$ cat src/rtl/mem_stage_if.sv
// Bundle of the Execute-side, data-memory and Writeback-side signals of the
// memory-access stage. The stage itself connects through the slave modport;
// whatever surrounds it (Execute, data memory, Writeback) uses master.
interface mem_stage_if #(
    parameter int ADDR_WIDTH = 32,
    parameter int DATA_WIDTH = 32
);
    // Execute -> stage
    logic                  MEM_valid_in;
    logic [31:0]           MEM_alures_in;
    logic [31:0]           MEM_store_data_in;
    logic [1:0]            MEM_op_in;
    logic [2:0]            MEM_op2_in;
    logic [5:0]            MEM_op3_in;
    logic [4:0]            MEM_rd_in;
    logic                  mem_ready;

    // stage <-> data memory
    logic                  dmem_req_out;
    logic                  dmem_we_out;
    logic [ADDR_WIDTH-1:0] dmem_addr_out;
    logic [3:0]            dmem_be_out;
    logic [DATA_WIDTH-1:0] dmem_wdata_out;
    logic                  dmem_ack_in;
    logic [DATA_WIDTH-1:0] dmem_rdata_in;

    // stage -> Writeback
    logic                  MEM_wb_en_out;
    logic [4:0]            MEM_wb_rd_out;
    logic [DATA_WIDTH-1:0] MEM_wb_data_out;
    logic                  MEM_trap_out;

    modport master (
        output MEM_valid_in, MEM_alures_in, MEM_store_data_in,
               MEM_op_in, MEM_op2_in, MEM_op3_in, MEM_rd_in,
               dmem_ack_in, dmem_rdata_in,
        input  mem_ready, dmem_req_out, dmem_we_out, dmem_addr_out,
               dmem_be_out, dmem_wdata_out,
               MEM_wb_en_out, MEM_wb_rd_out, MEM_wb_data_out, MEM_trap_out
    );

    modport slave (
        input  MEM_valid_in, MEM_alures_in, MEM_store_data_in,
               MEM_op_in, MEM_op2_in, MEM_op3_in, MEM_rd_in,
               dmem_ack_in, dmem_rdata_in,
        output mem_ready, dmem_req_out, dmem_we_out, dmem_addr_out,
               dmem_be_out, dmem_wdata_out,
               MEM_wb_en_out, MEM_wb_rd_out, MEM_wb_data_out, MEM_trap_out
    );
endinterface

$ cat src/rtl/mem_stage.sv
// SPARC V8 memory-access stage. Non-memory results pass through with one
// cycle of latency; loads and stores run one request at a time over the
// data-memory handshake, with big-endian lane selection and extension.
module mem_stage #(
    parameter int ADDR_WIDTH = 32,
    parameter int DATA_WIDTH = 32
) (
    input  logic       clk,
    input  logic       reset,
    mem_stage_if.slave bus
);
    typedef enum logic {S_IDLE, S_WAIT} state_e;
    typedef enum logic [1:0] {SZ_NONE, SZ_BYTE, SZ_HALF, SZ_WORD} size_e;

    typedef struct packed {
        size_e size;       // SZ_NONE: not a load/store
        logic  is_store;
        logic  is_signed;  // LDSB/LDSH
    } memop_t;

    localparam logic [1:0] OP_BRANCH = 2'b00;
    localparam logic [1:0] OP_CALL   = 2'b01;
    localparam logic [1:0] OP_ARITH  = 2'b10;
    localparam logic [1:0] OP_MEM    = 2'b11;
    localparam logic [2:0] OP2_SETHI = 3'b100;
    localparam logic [4:0] RD_LINK   = 5'd15;  // CALL writes %o7

    localparam memop_t MEMOP_NONE = '{size: SZ_NONE, is_store: 1'b0, is_signed: 1'b0};

    state_e                state_q, state_d;
    logic                  req_q, req_d;
    logic                  we_q, we_d;
    logic [ADDR_WIDTH-1:0] addr_q, addr_d;
    logic [3:0]            be_q, be_d;
    logic [DATA_WIDTH-1:0] wdata_q, wdata_d;
    logic                  wb_en_q, wb_en_d;
    logic [4:0]            wb_rd_q, wb_rd_d;
    logic [DATA_WIDTH-1:0] wb_data_q, wb_data_d;
    logic                  trap_q, trap_d;

    // Context of the access in flight, needed to shape the load result.
    memop_t                pend_q, pend_d;
    logic [1:0]            off_q, off_d;
    logic [4:0]            rd_q, rd_d;

    memop_t                dec;
    logic [1:0]            off;
    logic                  aligned;
    logic [3:0]            st_be;
    logic [DATA_WIDTH-1:0] st_wdata;

    // Select and extend the addressed lane of a read word (byte 0 = MSB).
    function automatic logic [DATA_WIDTH-1:0] load_lane(
        input memop_t                op,
        input logic [1:0]            o,
        input logic [DATA_WIDTH-1:0] rdata
    );
        logic [7:0]  b;
        logic [15:0] h;
        case (o)
            2'd0:    b = rdata[31:24];
            2'd1:    b = rdata[23:16];
            2'd2:    b = rdata[15:8];
            default: b = rdata[7:0];
        endcase
        h = o[1] ? rdata[15:0] : rdata[31:16];
        case (op.size)
            SZ_BYTE: return op.is_signed ? {{24{b[7]}}, b} : {24'b0, b};
            SZ_HALF: return op.is_signed ? {{16{h[15]}}, h} : {16'b0, h};
            default: return rdata;
        endcase
    endfunction

    // Decode the incoming instruction: access size, direction, alignment and lane shaping.
    // NOTE: every signal gets a default before the case, so no path can leave it unassigned and infer a latch.
    always_comb begin
        dec      = MEMOP_NONE;
        off      = bus.MEM_alures_in[1:0];
        aligned  = 1'b1;
        st_be    = 4'b1111;
        st_wdata = bus.MEM_store_data_in;
        if (bus.MEM_op_in == OP_MEM) begin
            case (bus.MEM_op3_in)
                6'b000000: dec = '{size: SZ_WORD, is_store: 1'b0, is_signed: 1'b0};  // LD
                6'b000001: dec = '{size: SZ_BYTE, is_store: 1'b0, is_signed: 1'b0};  // LDUB
                6'b000010: dec = '{size: SZ_HALF, is_store: 1'b0, is_signed: 1'b0};  // LDUH
                6'b001001: dec = '{size: SZ_BYTE, is_store: 1'b0, is_signed: 1'b1};  // LDSB
                6'b001010: dec = '{size: SZ_HALF, is_store: 1'b0, is_signed: 1'b1};  // LDSH
                6'b000100: dec = '{size: SZ_WORD, is_store: 1'b1, is_signed: 1'b0};  // ST
                6'b000101: dec = '{size: SZ_BYTE, is_store: 1'b1, is_signed: 1'b0};  // STB
                6'b000110: dec = '{size: SZ_HALF, is_store: 1'b1, is_signed: 1'b0};  // STH
                default:   dec = MEMOP_NONE;
            endcase
        end
        case (dec.size)
            SZ_BYTE: begin
                st_be    = 4'b1000 >> off;
                st_wdata = {4{bus.MEM_store_data_in[7:0]}};
            end
            SZ_HALF: begin
                aligned  = ~off[0];
                st_be    = off[1] ? 4'b0011 : 4'b1100;
                st_wdata = {2{bus.MEM_store_data_in[15:0]}};
            end
            SZ_WORD: aligned = (off == 2'b00);
            default: ;
        endcase
    end

    // Next state and next registered outputs: accept in IDLE, hold the request in WAIT.
    always_comb begin
        state_d   = state_q;
        req_d     = req_q;
        we_d      = we_q;
        addr_d    = addr_q;
        be_d      = be_q;
        wdata_d   = wdata_q;
        wb_en_d   = 1'b0;
        wb_rd_d   = wb_rd_q;
        wb_data_d = wb_data_q;
        trap_d    = 1'b0;
        pend_d    = pend_q;
        off_d     = off_q;
        rd_d      = rd_q;

        case (state_q)
            S_IDLE: begin
                req_d   = 1'b0;
                we_d    = 1'b0;
                addr_d  = '0;
                be_d    = '0;
                wdata_d = '0;
                if (bus.MEM_valid_in) begin
                    if (dec.size != SZ_NONE) begin
                        if (aligned) begin
                            state_d = S_WAIT;
                            req_d   = 1'b1;
                            we_d    = dec.is_store;
                            addr_d  = {bus.MEM_alures_in[ADDR_WIDTH-1:2], 2'b00};
                            be_d    = st_be;
                            wdata_d = dec.is_store ? st_wdata : '0;
                            pend_d  = dec;
                            off_d   = off;
                            rd_d    = bus.MEM_rd_in;
                        end else begin
                            trap_d  = 1'b1;
                        end
                    end else if (bus.MEM_op_in == OP_ARITH ||
                                 (bus.MEM_op_in == OP_BRANCH && bus.MEM_op2_in == OP2_SETHI)) begin
                        wb_en_d   = (bus.MEM_rd_in != 5'd0);
                        wb_rd_d   = bus.MEM_rd_in;
                        wb_data_d = bus.MEM_alures_in;
                    end else if (bus.MEM_op_in == OP_CALL) begin
                        wb_en_d   = 1'b1;
                        wb_rd_d   = RD_LINK;
                        wb_data_d = bus.MEM_alures_in;
                    end
                end
            end
            S_WAIT: begin
                if (bus.dmem_ack_in) begin
                    state_d = S_IDLE;
                    req_d   = 1'b0;
                    we_d    = 1'b0;
                    addr_d  = '0;
                    be_d    = '0;
                    wdata_d = '0;
                    if (!pend_q.is_store) begin
                        wb_en_d   = (rd_q != 5'd0);
                        wb_rd_d   = rd_q;
                        wb_data_d = load_lane(pend_q, off_q, bus.dmem_rdata_in);
                    end
                end
            end
            default: state_d = S_IDLE;
        endcase
    end

    // State and output registers with synchronous reset.
    // NOTE: non-blocking assignments here so every register samples the values from before this edge.
    always_ff @(posedge clk) begin
        if (reset) begin
            state_q   <= S_IDLE;
            req_q     <= 1'b0;
            we_q      <= 1'b0;
            addr_q    <= '0;
            be_q      <= '0;
            wdata_q   <= '0;
            wb_en_q   <= 1'b0;
            wb_rd_q   <= '0;
            wb_data_q <= '0;
            trap_q    <= 1'b0;
            pend_q    <= MEMOP_NONE;
            off_q     <= '0;
            rd_q      <= '0;
        end else begin
            state_q   <= state_d;
            req_q     <= req_d;
            we_q      <= we_d;
            addr_q    <= addr_d;
            be_q      <= be_d;
            wdata_q   <= wdata_d;
            wb_en_q   <= wb_en_d;
            wb_rd_q   <= wb_rd_d;
            wb_data_q <= wb_data_d;
            trap_q    <= trap_d;
            pend_q    <= pend_d;
            off_q     <= off_d;
            rd_q      <= rd_d;
        end
    end

    assign bus.mem_ready       = (state_q == S_IDLE);
    assign bus.dmem_req_out    = req_q;
    assign bus.dmem_we_out     = we_q;
    assign bus.dmem_addr_out   = addr_q;
    assign bus.dmem_be_out     = be_q;
    assign bus.dmem_wdata_out  = wdata_q;
    assign bus.MEM_wb_en_out   = wb_en_q;
    assign bus.MEM_wb_rd_out   = wb_rd_q;
    assign bus.MEM_wb_data_out = wb_data_q;
    assign bus.MEM_trap_out    = trap_q;
endmodule

$ cat src/flat_wrapper.sv
// flat-port wrapper written by rule: the top's interface ports become plain ports
module mem_stage_flat 
#(
    parameter int ADDR_WIDTH = 32,
    parameter int DATA_WIDTH = 32
)
  (clk, reset, bus_MEM_valid_in, bus_MEM_alures_in, bus_MEM_store_data_in, bus_MEM_op_in, bus_MEM_op2_in, bus_MEM_op3_in, bus_MEM_rd_in, bus_dmem_ack_in, bus_dmem_rdata_in, bus_mem_ready, bus_dmem_req_out, bus_dmem_we_out, bus_dmem_addr_out, bus_dmem_be_out, bus_dmem_wdata_out, bus_MEM_wb_en_out, bus_MEM_wb_rd_out, bus_MEM_wb_data_out, bus_MEM_trap_out);
  mem_stage_if #(.ADDR_WIDTH(ADDR_WIDTH), .DATA_WIDTH(DATA_WIDTH)) bus_i ();
  input  logic clk;
  input  logic reset;
  input wire logic [$bits(bus_i.MEM_valid_in)-1:0] bus_MEM_valid_in;
  input wire logic [$bits(bus_i.MEM_alures_in)-1:0] bus_MEM_alures_in;
  input wire logic [$bits(bus_i.MEM_store_data_in)-1:0] bus_MEM_store_data_in;
  input wire logic [$bits(bus_i.MEM_op_in)-1:0] bus_MEM_op_in;
  input wire logic [$bits(bus_i.MEM_op2_in)-1:0] bus_MEM_op2_in;
  input wire logic [$bits(bus_i.MEM_op3_in)-1:0] bus_MEM_op3_in;
  input wire logic [$bits(bus_i.MEM_rd_in)-1:0] bus_MEM_rd_in;
  input wire logic [$bits(bus_i.dmem_ack_in)-1:0] bus_dmem_ack_in;
  input wire logic [$bits(bus_i.dmem_rdata_in)-1:0] bus_dmem_rdata_in;
  output wire logic [$bits(bus_i.mem_ready)-1:0] bus_mem_ready;
  output wire logic [$bits(bus_i.dmem_req_out)-1:0] bus_dmem_req_out;
  output wire logic [$bits(bus_i.dmem_we_out)-1:0] bus_dmem_we_out;
  output wire logic [$bits(bus_i.dmem_addr_out)-1:0] bus_dmem_addr_out;
  output wire logic [$bits(bus_i.dmem_be_out)-1:0] bus_dmem_be_out;
  output wire logic [$bits(bus_i.dmem_wdata_out)-1:0] bus_dmem_wdata_out;
  output wire logic [$bits(bus_i.MEM_wb_en_out)-1:0] bus_MEM_wb_en_out;
  output wire logic [$bits(bus_i.MEM_wb_rd_out)-1:0] bus_MEM_wb_rd_out;
  output wire logic [$bits(bus_i.MEM_wb_data_out)-1:0] bus_MEM_wb_data_out;
  output wire logic [$bits(bus_i.MEM_trap_out)-1:0] bus_MEM_trap_out;
  assign bus_i.MEM_valid_in = bus_MEM_valid_in;
  assign bus_i.MEM_alures_in = bus_MEM_alures_in;
  assign bus_i.MEM_store_data_in = bus_MEM_store_data_in;
  assign bus_i.MEM_op_in = bus_MEM_op_in;
  assign bus_i.MEM_op2_in = bus_MEM_op2_in;
  assign bus_i.MEM_op3_in = bus_MEM_op3_in;
  assign bus_i.MEM_rd_in = bus_MEM_rd_in;
  assign bus_i.dmem_ack_in = bus_dmem_ack_in;
  assign bus_i.dmem_rdata_in = bus_dmem_rdata_in;
  assign bus_mem_ready = bus_i.mem_ready;
  assign bus_dmem_req_out = bus_i.dmem_req_out;
  assign bus_dmem_we_out = bus_i.dmem_we_out;
  assign bus_dmem_addr_out = bus_i.dmem_addr_out;
  assign bus_dmem_be_out = bus_i.dmem_be_out;
  assign bus_dmem_wdata_out = bus_i.dmem_wdata_out;
  assign bus_MEM_wb_en_out = bus_i.MEM_wb_en_out;
  assign bus_MEM_wb_rd_out = bus_i.MEM_wb_rd_out;
  assign bus_MEM_wb_data_out = bus_i.MEM_wb_data_out;
  assign bus_MEM_trap_out = bus_i.MEM_trap_out;
  mem_stage #(.ADDR_WIDTH(ADDR_WIDTH), .DATA_WIDTH(DATA_WIDTH)) u_core (.clk(clk), .reset(reset), .bus(bus_i));
endmodule
$ cat config.mk
export PLATFORM = sky130hd
export DESIGN_NAME = mem_stage_flat
export DESIGN_NICKNAME = d
export VERILOG_FILES = /design/src/rtl/mem_stage_if.sv /design/src/rtl/mem_stage.sv /design/src/flat_wrapper.sv
export SDC_FILE = /design/constraint.sdc
export NUM_CORES = 1
export LEC_CHECK = 0
export BUFFER_PORTS_ARGS = -buffer_cell sky130_fd_sc_hd__buf_4
export CORE_MARGIN = 2
export CORE_UTILIZATION = 25
export DETAILED_ROUTE_END_ITERATION = 12
export HOLD_SLACK_MARGIN = 0.03
export PLACE_DENSITY_LB_ADDON = 0.25
export SLEW_MARGIN = 20
export SYNTH_ARGS = -nofsm -noshare
export SYNTH_HDL_FRONTEND = slang
export SYNTH_SLANG_ARGS = --single-unit
$ cat constraint.sdc
create_clock -name clk -period 4.42 [get_ports clk]
set_clock_uncertainty 0.1 [all_clocks]
set_input_delay 0.221 -clock clk [delete_from_list [all_inputs] [get_ports clk]]
set_output_delay 0.221 -clock clk [all_outputs]
set_load 0.05 [all_outputs]
=== After elaboration in Yosys (flattened, before gate mapping) ===
Memories as Yosys holds them, arrays and structs flattened.
Cells that the tools add are included.

* Bits in registers: 121
* Bits in read-only memories: 64
* Input port bits: 116
* Output and inout port bits: 110
* Logic and storage cells: 108
* Memories: 1

{| class="wikitable"
|+ Memory list
! name !! depth !! width !! rd ports !! clocked after Yosys merged registers in !! write ports !! RTL line !! source
|-
| (name not given) || 16 || 4 || 1 || 0 || 0 || mem_stage.sv:83 || <nowiki>case (bus.MEM_op3_in)</nowiki>
|}

* Equality and inequality tests: 16
* Shifts and indexed selects: 1
* Muxes and demuxes: 59
* Bitwise gates (word level): 4
* Reductions and logical operators: 12

{| class="wikitable"
|+ Operators with widths
! cell !! count
|-
| 32-bit 2-to-1 mux || 16
|-
| 32-bit case mux with 2 select lines || 5
|-
| 5-bit 2-to-1 mux || 6
|-
| 4-bit 2-to-1 mux || 7
|-
| 8-bit case mux with 3 select lines || 1
|-
| 16-bit 2-to-1 mux || 1
|-
| 4-bit case mux with 2 select lines || 2
|-
| 1-bit 2-to-1 mux || 15
|-
| 2-bit equality test, second input constant || 6
|-
| 1-bit case mux with 2 select lines || 5
|-
| 5-bit case mux with 2 select lines || 1
|-
| 5-bit nonzero test || 2
|-
| 2-bit by 1-bit equality test with 1-bit output, second input constant || 4
|-
| 2-bit logical NOT || 4
|-
| 2-bit != test, second input constant || 4
|-
| 5-bit AND reduction || 1
|-
| 1-bit inverter || 4
|-
| 4-bit AND reduction || 1
|-
| 4-bit OR reduction || 1
|-
| 4-bit by 2-bit >> shifter with 4-bit output, first input constant || 1
|-
| 3-bit equality test, second input constant || 1
|-
| 3-bit by 1-bit != test with 1-bit output, second input constant || 1
|-
| 2-bit nonzero test || 1
|-
| 1-bit logical AND || 1
|-
| 1-bit logical OR || 1
|}

=== Longest topological paths before layout ===
Gate-level depths: netlist of run 1.

* Depth in word-level cells: 10
* Gate-level depth with buffers: 12
* Mapped depth without buffers: 10

=== Worst setup path before layout of run 1 ===
Ideal clock, no wire load.

* Kind: input to register
* Start: input bus_MEM_op3_in[1]
* End: register u_core.wdata_q[16] (netlist: u_core.bus.dmem_wdata_out[16])
* Library setup time: 0.070 ns
* Arrival: 2.375 ns
* Data required time: 4.250 ns
* Setup slack: 1.875 ns
* Cell stages on the path: 10
* Buffers on the path: 3
* Cells stage by stage: or2_2 a21oi_1 inv_1 ha_1 buf_1 o22ai_1 clkbuf_1 buf_1 nand4_1 a21oi_1

{| class="wikitable"
|+ RTL lines
! element !! RTL line !! source
|-
| start, declared || flat_wrapper.sv:16 || <nowiki>input wire logic [$bits(bus_i.MEM_op3_in)-1:0] bus_MEM_op3_in;</nowiki>
|-
| end signal, assigned || mem_stage.sv:202 || <nowiki>wdata_q <= wdata_d;</nowiki>
|-
| end, declared || mem_stage.sv:35 || <nowiki>logic [DATA_WIDTH-1:0] wdata_q, wdata_d;</nowiki>
|}

==> results of run 1 <==
-- state kept, by name, indices dropped and copies added (netlist names) --
name / flops
u_core.state_q: 1
u_core.bus.MEM_trap_out: 1
u_core.bus.MEM_wb_rd_out: 5
u_core.off_q: 2
u_core.pend_q: 4
u_core.rd_q: 5
u_core.bus.MEM_wb_data_out: 32
u_core.bus.dmem_addr_out: 30
u_core.bus.dmem_req_out: 1
u_core.bus.dmem_we_out: 1
u_core.bus.MEM_wb_en_out: 1
u_core.bus.dmem_be_out: 4
u_core.bus.dmem_wdata_out: 32
-- metrics by stage --
| stage | power, W | util | cell area (um2) | std cells | hold WS, ns |
|---|---|---|---|---|---|
| after floorplan | 0.001351 | - | 6137 | 707 | 0.2687 |
| after global routing | 0.003156 | 0.3859 | 9329 | 1288 | 0.06576 |
| final | 0.003036 | 0.3859 | 9329 | 1288 | 0.04637 |
| after detailed placement | 0.001537 | 0.3313 | 8010 | 1186 | 0.3475 |
| after CTS | 0.003079 | 0.3858 | 9326 | 1288 | 0.03842 |
| after global placement | 0.001537 | 0.3313 | 8010 | 1186 | 0.3402 |
-- cells by family after synthesis --
family,share of synthesized area
adder cells (fa/ha/maj),0.01836
flip-flops,0.3884
other,0.0006114
multiplexers,0.01999
AO/OA/AOI/OAI,0.3240
AND/OR/NAND/NOR,0.1769
buffers and inverters,0.07180
-- path summary, 6_finish.rpt --
check | start | to | slack [ns]
hold reg to reg | u_core.bus.dmem_wdata_out[6]$_SDFFE_PP0P_ | u_core.bus.dmem_wdata_out[6]$_SDFFE_PP0P_ | 0.35
setup / recovery | bus_MEM_op3_in[4] | u_core.bus.dmem_wdata_out[12]$_SDFFE_PP0P_ | 1.55
hold / removal | bus_dmem_rdata_in[17] | u_core.bus.MEM_wb_data_out[17]$_SDFFE_PP0P_ | 0.05
setup reg to reg | u_core.off_q[1]$_SDFFE_PP0P_ | u_core.bus.MEM_wb_data_out[25]$_SDFFE_PP0P_ | 1.71
-- report_power, final --
part | switching (W) | internal, W | total [W]
logic | 0.000257 | 0.000194 | 0.000451
clock network | 0.000572 | 0.000899 | 0.00147
registers | 0.0000148 | 0.00110 | 0.00111
total | 0.000843 | 0.00219 | 0.00304
-- cell usage in the layout (no fill, tap or decap), drive strengths merged, types with 9 or more instances in the layout --
cell type / synthesis / routed
nand2: 31 / 31
o31ai: 17 / 17
and3: 10 / 10
nor2: 44 / 44
nor2b: 24 / 24
ha: 9 / 9
nand3: 11 / 11
o2bb2ai: 23 / 23
a2111oi: 16 / 16
buf: 18 / 234
nand4: 25 / 25
a21oi: 53 / 53
a31oi: 17 / 17
inv: 26 / 33
a32oi: 38 / 38
nand3b: 18 / 18
a221oi: 9 / 9
o21ai: 36 / 36
clkbuf: 61 / 17
nand2b: 11 / 11
o211ai: 9 / 9
a311oi: 9 / 9
dlygate4sd3: 0 / 70
dfxtp: 119 / 119
-- area by class of cell --
cell class              count  area, um2  share of cell area
repair buffers            304       2470              0.2648
multi-input cells         482       3354              0.3596
flip-flops and latches    119       2382              0.2554
clock inverters            15      190.2             0.02039
clock buffers              17      425.4             0.04560
well taps                 324      405.4             0.04345
inverters                  27      101.3             0.01086
-- worst max-delay path, cell delays in order --
cell and delay, ns:
sky130_fd_sc_hd__buf_4 0.11, sky130_fd_sc_hd__nand4bb_1 0.33, sky130_fd_sc_hd__a21oi_1 0.38, sky130_fd_sc_hd__ha_1 0.75
sky130_fd_sc_hd__nor2b_1 0.20, sky130_fd_sc_hd__o22ai_4 0.17, sky130_fd_sc_hd__buf_4 0.44, sky130_fd_sc_hd__nand4_1 0.20
sky130_fd_sc_hd__o31ai_1 0.26
-- layer usage --
metal | GRT usage | routed length [um] | up-vias
li1 | - | - | 3211
met1 | 0.2456 | 11030 | 3129
met2 | 0.2813 | 10940 | 237
met5 | 0 | 0 | -
met4 | 0.07166 | 587 | 0
met3 | 0.04545 | 1558 | 37
==> results.yml, run 1 <==
floorplanning:
  coreArea_um2: 24180
  floorplan.die_area_um2: 25800
  floorplan.initialDensity: 0.2537
  ioPinCount: 226
  die_x_um: 160.6
  dieHeight_um: 160.6
  core.rowCount: 57
final_layout:
  drive_above_1_share: 0.3081
  antennaDiodeCount: 0
  area_delta_synth_final_pct: 52.10
  fill_cells: 2485
  finish.net_count: 1076
global_routing:
  antenna_found_initial: 0
  globalRouteOverflowTotal: 0
  gr-usage-all-layers: 0.1827
  grt_start_max_net_pins: 86
  first_global_vias: 6401
  global_route_wire_length_before_repair_mm: 37.02
worst_setup_path:
  worst-r2r-cell-count: 4
  critPathKind: "in -> reg"
  cp_max_fo: 41
  worst_setup_path_end_kind: "register"
  crit_required_ns: 4.65
  arrival_ns: 3.10
  start_kind: "input pin"
clock_tree:
  tritoncts: "built"
  clk_root_buffer_cell: "sky130_fd_sc_hd__clkbuf_16"
  cts_inserted_buffers: 17
  cts.reportedPaths.clkPinSlew_ns: 0.06
  clock_path_buffers: 2
  clock_latency_ns: 0.42
  htree_num_levels: 4
  cts_hold_repair.buffers: 70
  post_cts_resized: 0
  clkSinkCount: 119
  cts.repair_timing.setup_buffer_count: 0
timing:
  timing.final.ws_setup_ns: 1.554
  worst_pin_slew_ns: 1.097
  rsz_0062_raised_after_global_routing: "no"
  maxClockFrequency_mhz: 348.9
  layout_min_cycle_time_ns: 2.866
  final_hold_viol_count: 0
  setup_viol_count_final: 0
  final_cycle_utilization_of_the_critical_path: 0.6484
  maxSlewViolCount: 0
  timing.max_slew.rel_slack: 0.2658
  fin_setup_tns_ns: 0
worst_hold_path:
  hp-class: "in -> reg"
  timing.hold.worst_path_depth: 3
placement:
  dp_slack_ns: 1.123
  place.gp.congestion: 0.8174
  place.detailed.hpwl_mm: 16.57
  place.port_buffers: 223
yosys:
  syn_area_per_cell_um2: 8.688
  fraction_of_synthesized_cell_area_taken_by_the_top_area_cell_type: 0.3884
  ys_top_cells_by_count: "sky130_fd_sc_hd__dfxtp_1, sky130_fd_sc_hd__clkbuf_1, sky130_fd_sc_hd__a21oi_1, sky130_fd_sc_hd__nor2_1, sky130_fd_sc_hd__a32oi_1"
  synthArstFlopShare: 0
  synth.area.top_cells: "sky130_fd_sc_hd__dfxtp_1, sky130_fd_sc_hd__a32oi_1, sky130_fd_sc_hd__a21oi_1"
  synth-seq-cells: 119
  seq_area_frac_synth: 0.3884
  synth_cell_types: 60
  yosys.cell_count.top_type: "sky130_fd_sc_hd__dfxtp_1"
  synth_top_cell_by_area: "sky130_fd_sc_hd__dfxtp_1"
  ys_warn_count: 0
  syn_inst: 706
  synth_ff_type: "sky130_fd_sc_hd__dfxtp_1"
  number_of_flops_mapped_to_enable_cells_by_yosys: 0
  mappedNetlistArea_um2: 6133
routing:
  via_per_inst: 5.135
  route.vias.total: 6614
  wl_per_cell_um: 18.73
  drt_iter0_drc: 646
  route.detailed.drc: 0
  final_antenna_net_count: 0
  firstDrtPassIters: 5
  detail_route.wirelength_mm: 24.12
run:
  cap_viol_max_count: 0
outcome:
  status: "complete, no violations"
power_and_ir_drop:
  irDropWorstVdd_mv: 0.2113
  power_leakage_nw: 3.609
  cellPowerDensity_nw_per_um2: 325.4
Power figures use the tool's default switching activity.
==> inputs of run 2 (changes only) <==
clock period = 2.3 ns   (was 4.42 ns; I/O delays follow)
==> run 2 against run 1 <==
Against the previous run:
- non-clock buffer count grew 64
- cell count grew 5.0%
- final area grew 7.1%
- utilization grew 2.7 points
- routed wire length grew 2.5%
- sequential power grew 93%
- via count grew 4.4%
- critical path depth shrank 2
- sequential cell count is the same
- clock power grew 97%
- global-route usage grew 0.58 points
- register-to-register slack lost 1.6 ns
- largest cell class unchanged
==> results.yml, run 2 (synthesized netlist as in run 1, its figures left out) <==
worst_setup_path:
  cpMostUsedCell: "sky130_fd_sc_hd__buf_4"
  worstReg2RegStart: "u_core.off_q[1]$_SDFFE_PP0P_"
  critical-path-max-stage-delay_ns: 0.55
  worstPathCellList: "dlygate4sd3_1 -> buf_4 -> mux4_2 -> and3_4 -> a2111oi_0 -> buf_4 -> o2bb2ai_1"
  worst-r2r-cell-count: 5
  regToRegSetupSlack_ns: 0.15
  crit_path_top_delay_cell: "sky130_fd_sc_hd__dlygate4sd3_1"
  start_kind: "input pin"
  arrival_ns: 2.37
  crit_required_ns: 2.51
  r2r-end: "u_core.bus.MEM_wb_data_out[25]$_SDFFE_PP0P_"
  worst_setup_path_end_kind: "register"
  cp_max_fo: 16
  critPathKind: "in -> reg"
placement:
  place.gp.congestion: 0.8361
  placedInstanceArea_um2: 8418
  place.detailed.hpwl_mm: 17.21
  place.detailed.instances: 1227
  place.port_buffers: 223
final_layout:
  area_delta_synth_final_pct: 62.83
  finish.net_count: 1140
  drive_above_1_share: 0.3278
  final-instance-count-excl-fill: 1352
  commonest_cells_after_routing_fill_and_taps_aside: "sky130_fd_sc_hd__buf_4, sky130_fd_sc_hd__dfxtp_1, sky130_fd_sc_hd__dlygate4sd3_1, sky130_fd_sc_hd__a21oi_1, sky130_fd_sc_hd__nor2_1"
  antennaDiodeCount: 0
  stdcell_area_um2: 9987
  commonest_non_fill_non_tap_cell_in_the_layout: "sky130_fd_sc_hd__buf_4"
global_routing:
  first_global_vias: 6664
  globalRouteOverflowTotal: 0
  antenna_found_initial: 0
  gr-usage-all-layers: 0.1885
  grt_start_max_net_pins: 69
  global_route_wire_length_before_repair_mm: 38.21
worst_hold_path:
  hp-class: "in -> reg"
  timing.hold.worst_path_depth: 4
  min-delay-start: "bus_dmem_rdata_in[3]"
  holdPathEnd: "u_core.bus.MEM_wb_data_out[3]$_SDFFE_PP0P_"
run:
  cap_viol_max_count: 0
routing:
  wl_per_cell_um: 18.28
  firstDrtPassIters: 5
  drt_iter0_drc: 569
  detail_route.wirelength_mm: 24.72
  route.vias.total: 6904
  via_per_inst: 5.107
  route.detailed.drc: 0
  final_antenna_net_count: 0
timing:
  setup_viol_count_final: 0
  timing.max_slew.rel_slack: 0.5232
  maxClockFrequency_mhz: 462.8
  rsz_0062_raised_after_global_routing: "no"
  final_hold_viol_count: 0
  worst_pin_slew_ns: 0.7110
  maxSlewViolCount: 0
  layout_min_cycle_time_ns: 2.161
  final_cycle_utilization_of_the_critical_path: 0.9394
floorplanning:
  core.rowCount: 57
  coreArea_um2: 24180
  dieHeight_um: 160.6
  die_x_um: 160.6
  floorplan.initialDensity: 0.2537
  floorplan.die_area_um2: 25800
  ioPinCount: 226
clock_tree:
  cts.reportedPaths.clkPinSlew_ns: 0.06
  tritoncts: "built"
  htree_num_levels: 4
  clkSinkCount: 119
  clock_latency_ns: 0.41
  clk_root_buffer_cell: "sky130_fd_sc_hd__clkbuf_16"
  cts_inserted_buffers: 17
  clock_path_buffers: 2
  cts.repair_timing.setup_buffer_count: 0
power_and_ir_drop:
  cellPowerDensity_nw_per_um2: 599.4
  irDropWorstVdd_mv: 0.3855
  power_leakage_nw: 3.963
outcome:
  status: "complete, no violations"
-- run 2: changes by cell type in the layout (fill, tap and decap cells not counted), moves of 2 or more --
cell and change:
sky130_fd_sc_hd__buf_4 +33, sky130_fd_sc_hd__dlygate4sd3_1 +23, sky130_fd_sc_hd__buf_12 +8, sky130_fd_sc_hd__inv_6 -7, sky130_fd_sc_hd__a2111oi_0 -3, sky130_fd_sc_hd__a2111oi_1 +3
sky130_fd_sc_hd__clkinv_2 +3, sky130_fd_sc_hd__clkbuf_8 +2
-- run 2: metrics by stage --
stage	utilization	worst slack (ns)	power, W	hold slack, ns	TNS (ns)
5_1_grt	0.4131	0.002959	0.006198	0.04195	0
3_3_place_gp	0.3482	0.03730	0.002998	0.2769	0
6_report	0.4131	0.1393	0.005987	0.05124	0
4_1_cts	0.4128	0.04801	0.006046	0.03048	0
2_1_floorplan	-	0.006352	0.002596	0.1627	0
3_5_place_dp	0.3482	-0.0009639	0.002998	0.2879	-0.0009639
-- run 2: worst max path at each step --
stage,startpoint,end,slack (ns),cells past startpoint
detailed placement,bus_MEM_op3_in[0],u_core.bus.MEM_wb_data_out[13]$_SDFFE_PP0P_,-0.001,11
floorplan,bus_MEM_op3_in[1],u_core.bus.dmem_wdata_out[17]$_SDFFE_PP0P_,0.006,10
global placement,u_core.off_q[1]$_SDFFE_PP0P_,u_core.bus.MEM_wb_data_out[26]$_SDFFE_PP0P_,0.04,5
global route,u_core.off_q[1]$_SDFFE_PP0P_,u_core.bus.MEM_wb_data_out[22]$_SDFFE_PP0P_,0.003,4
finish,bus_dmem_rdata_in[31],u_core.bus.MEM_wb_data_out[25]$_SDFFE_PP0P_,0.14,7
CTS,u_core.off_q[1]$_SDFFE_PP0P_,u_core.bus.MEM_wb_data_out[23]$_SDFFE_PP0P_,0.05,5
-- run 2: where the power goes --
group / internal (W) / switching, W
registers: 0.00211 / 0.0000281
logic: 0.000434 / 0.000510
clock network: 0.00187 / 0.00103
-- run 2: critical path, delay by kind of cell --
kind            cells  cell delay, ns
simple gates        1            0.29
mux                 1            0.49
compound gates      2            0.56
buf+inv             3            0.90
-- run 2: timing repair --
item / in CTS / in global routing
hold buffers: 93 / 0
gates resized for setup: 0 / 4
setup endpoints to repair: 0 / 9
endpoints found under the hold margin: 105 / 0
-- run 2: per-layer routing --
metal | track usage | part of all wire | vias to the layer above
li1 | - | - | 3338
met2 | 0.2945 | 0.46 | 287
met3 | 0.04494 | 0.070 | 37
met5 | 0 | 0 | -
met4 | 0.06388 | 0.019 | 0
met1 | 0.2553 | 0.45 | 3242
-- run 2: area by class of cell --
type	count	area, um2
Sequential cell	119	2382
Clock inverter	12	175.2
Clock buffer	20	456.7
Fill cell	2419	14190
Inverter	27	101.3
Timing Repair Buffer	368	3108
Multi-Input combinational cell	482	3358
Tap cell	324	405.4
==> inputs of run 3 (changes only) <==
CORE_UTILIZATION = 45   (was 25)
==> run 3 against run 2 <==
Against the previous run:
- setup slack got worse by 0.033 ns
- die area fell by 43%
- first-iteration DRC count grew 63%
- sequential share of layout area grew 1.0 points
- critical path type is now reg -> reg
- largest power group unchanged
==> results.yml, run 3 (synthesized netlist as in run 1, its figures left out) <==
clock_tree:
  cts.reportedPaths.clkPinSlew_ns: 0.05
  tritoncts: "built"
  clkSinkCount: 119
  cts_inserted_buffers: 17
  clock_path_buffers: 2
  htree_num_levels: 4
  clock_latency_ns: 0.42
  clk_root_buffer_cell: "sky130_fd_sc_hd__clkbuf_16"
timing:
  setup_viol_count_final: 0
  maxClockFrequency_mhz: 455.9
  maxSlewViolCount: 0
  rsz_0062_raised_after_global_routing: "no"
  worst_pin_slew_ns: 0.9775
  final_hold_viol_count: 0
  timing.max_slew.rel_slack: 0.3459
  layout_min_cycle_time_ns: 2.193
  final_cycle_utilization_of_the_critical_path: 0.9537
worst_setup_path:
  worstPathCellList: "mux4_2 -> and3_4 -> a2111oi_0 -> o2bb2ai_1"
  crit_required_ns: 2.48
  start_kind: "register"
  cp_max_fo: 16
  critPathKind: "reg -> reg"
  critical-path-max-stage-delay_ns: 0.58
  crit_path_top_delay_cell: "sky130_fd_sc_hd__a2111oi_0"
  worst_setup_path_end_kind: "register"
  arrival_ns: 2.38
power_and_ir_drop:
  power_leakage_nw: 3.853
  cellPowerDensity_nw_per_um2: 586.2
  irDropWorstVdd_mv: 0.5008
routing:
  via_per_inst: 6.135
  drt_iter0_drc: 925
  wl_per_cell_um: 20.15
  firstDrtPassIters: 6
  final_antenna_net_count: 0
  route.detailed.drc: 0
  detail_route.wirelength_mm: 23.96
  route.vias.total: 7294
final_layout:
  multiInputGateArea_um2: 3356
  finish.net_count: 1125
  commonest_cells_after_routing_fill_and_taps_aside: "sky130_fd_sc_hd__buf_4, sky130_fd_sc_hd__dfxtp_1, sky130_fd_sc_hd__dlygate4sd3_1, sky130_fd_sc_hd__a21oi_1, sky130_fd_sc_hd__nor2_1"
  postLayoutCoreUtil: 0.7205
  area_delta_synth_final_pct: 56.18
  stdcell_area_um2: 9579
  area.sequential_um2: 2382
  fill_cells: 970
  drive_above_1_share: 0.3172
  commonest_non_fill_non_tap_cell_in_the_layout: "sky130_fd_sc_hd__buf_4"
global_routing:
  globalRouteOverflowTotal: 0
  grt_use_met1: 0.3976
  met2_routing_resource_usage_after_global_routing: 0.5233
  globalRoute.busiestLayer: "met2"
  antenna_found_initial: 1
  first_global_vias: 7074
  gr-usage-met3: 0.08113
  gr-usage-all-layers: 0.3243
  grt_start_max_net_pins: 70
  global_route_wire_length_before_repair_mm: 37.05
floorplanning:
  floorplan.die_area_um2: 14580
  floorplan.initialDensity: 0.4613
  die_x_um: 120.7
  coreArea_um2: 13300
  dieHeight_um: 120.7
  ioPinCount: 226
  core.rowCount: 42
outcome:
  status: "complete, no violations"
placement:
  place.port_buffers: 223
  placedInstanceArea_um2: 8083
  place.detailed.hpwl_mm: 15.63
  place.gp.congestion: 0.9076
run:
  cap_viol_max_count: 0
worst_hold_path:
  hp-class: "in -> reg"
run 3: report_power, final:
part | leakage, nW | switching [W] | internal [W] | total (W)
sequential | 0.965 | 0.0000306 | 0.00212 | 0.00215
combinational | 2.61 | 0.000517 | 0.000424 | 0.000940
clock | 0.277 | 0.000951 | 0.00158 | 0.00253
run 3: area by class of cell:
class                           instances  area share
Antenna cell                            1   0.0002612
Multi-Input combinational cell        482      0.3503
Sequential cell                       119      0.2487
Inverter                               27     0.01058
Clock inverter                          9    0.007837
Timing Repair Buffer                  353      0.3088
Tap cell                              176     0.02299
Clock buffer                           22     0.05055
run 3: path summary, 6_finish.rpt:
check / slack [ns] / cells past startpoint / start / to
setup / recovery: 0.11 / 4 / u_core.off_q[1]$_SDFFE_PP0P_ / u_core.bus.MEM_wb_data_out[23]$_SDFFE_PP0P_
hold / removal: 0.05 / 4 / bus_dmem_rdata_in[4] / u_core.bus.MEM_wb_data_out[4]$_SDFFE_PP0P_
setup reg to reg: 0.11 / 4 / u_core.off_q[1]$_SDFFE_PP0P_ / u_core.bus.MEM_wb_data_out[23]$_SDFFE_PP0P_
hold reg to reg: 0.36 / 2 / u_core.bus.dmem_we_out$_SDFFE_PP0P_ / u_core.bus.dmem_we_out$_SDFFE_PP0P_
run 3: metrics by stage:
stage                     hold WS, ns  cells  worst slack (ns)  setup TNS, ns  power [W]
after floorplan                0.1627    707          0.006352              0   0.002596
after global placement         0.2794   1064           0.02794              0   0.002960
after detailed placement       0.2906   1064           -0.1014         -2.612   0.002974
after CTS                     0.03324   1188            0.1026              0   0.005590
after global routing          0.04127   1189          0.006736              0   0.005771
final                         0.04613   1189            0.1065              0   0.005615
run 3: what timing repair did:
item	in CTS	in global routing
hold endpoints to repair	103	0
hold buffers	93	0
setup buffers	0	0
setup endpoints to repair	0	8
resized for setup	0	2
run 3: routing by layer:
layer,wire [um],share of wire
met1,9354,0.39
met2,11170,0.47
met3,2175,0.091
met4,1257,0.052
met5,0,0
run 3: critical path, delay by kind of cell (launching register included):
family          cells  cell delay [ns]
compound gates      2             0.73
flops               1             0.38
mux                 1             0.56
simple gates        1             0.28
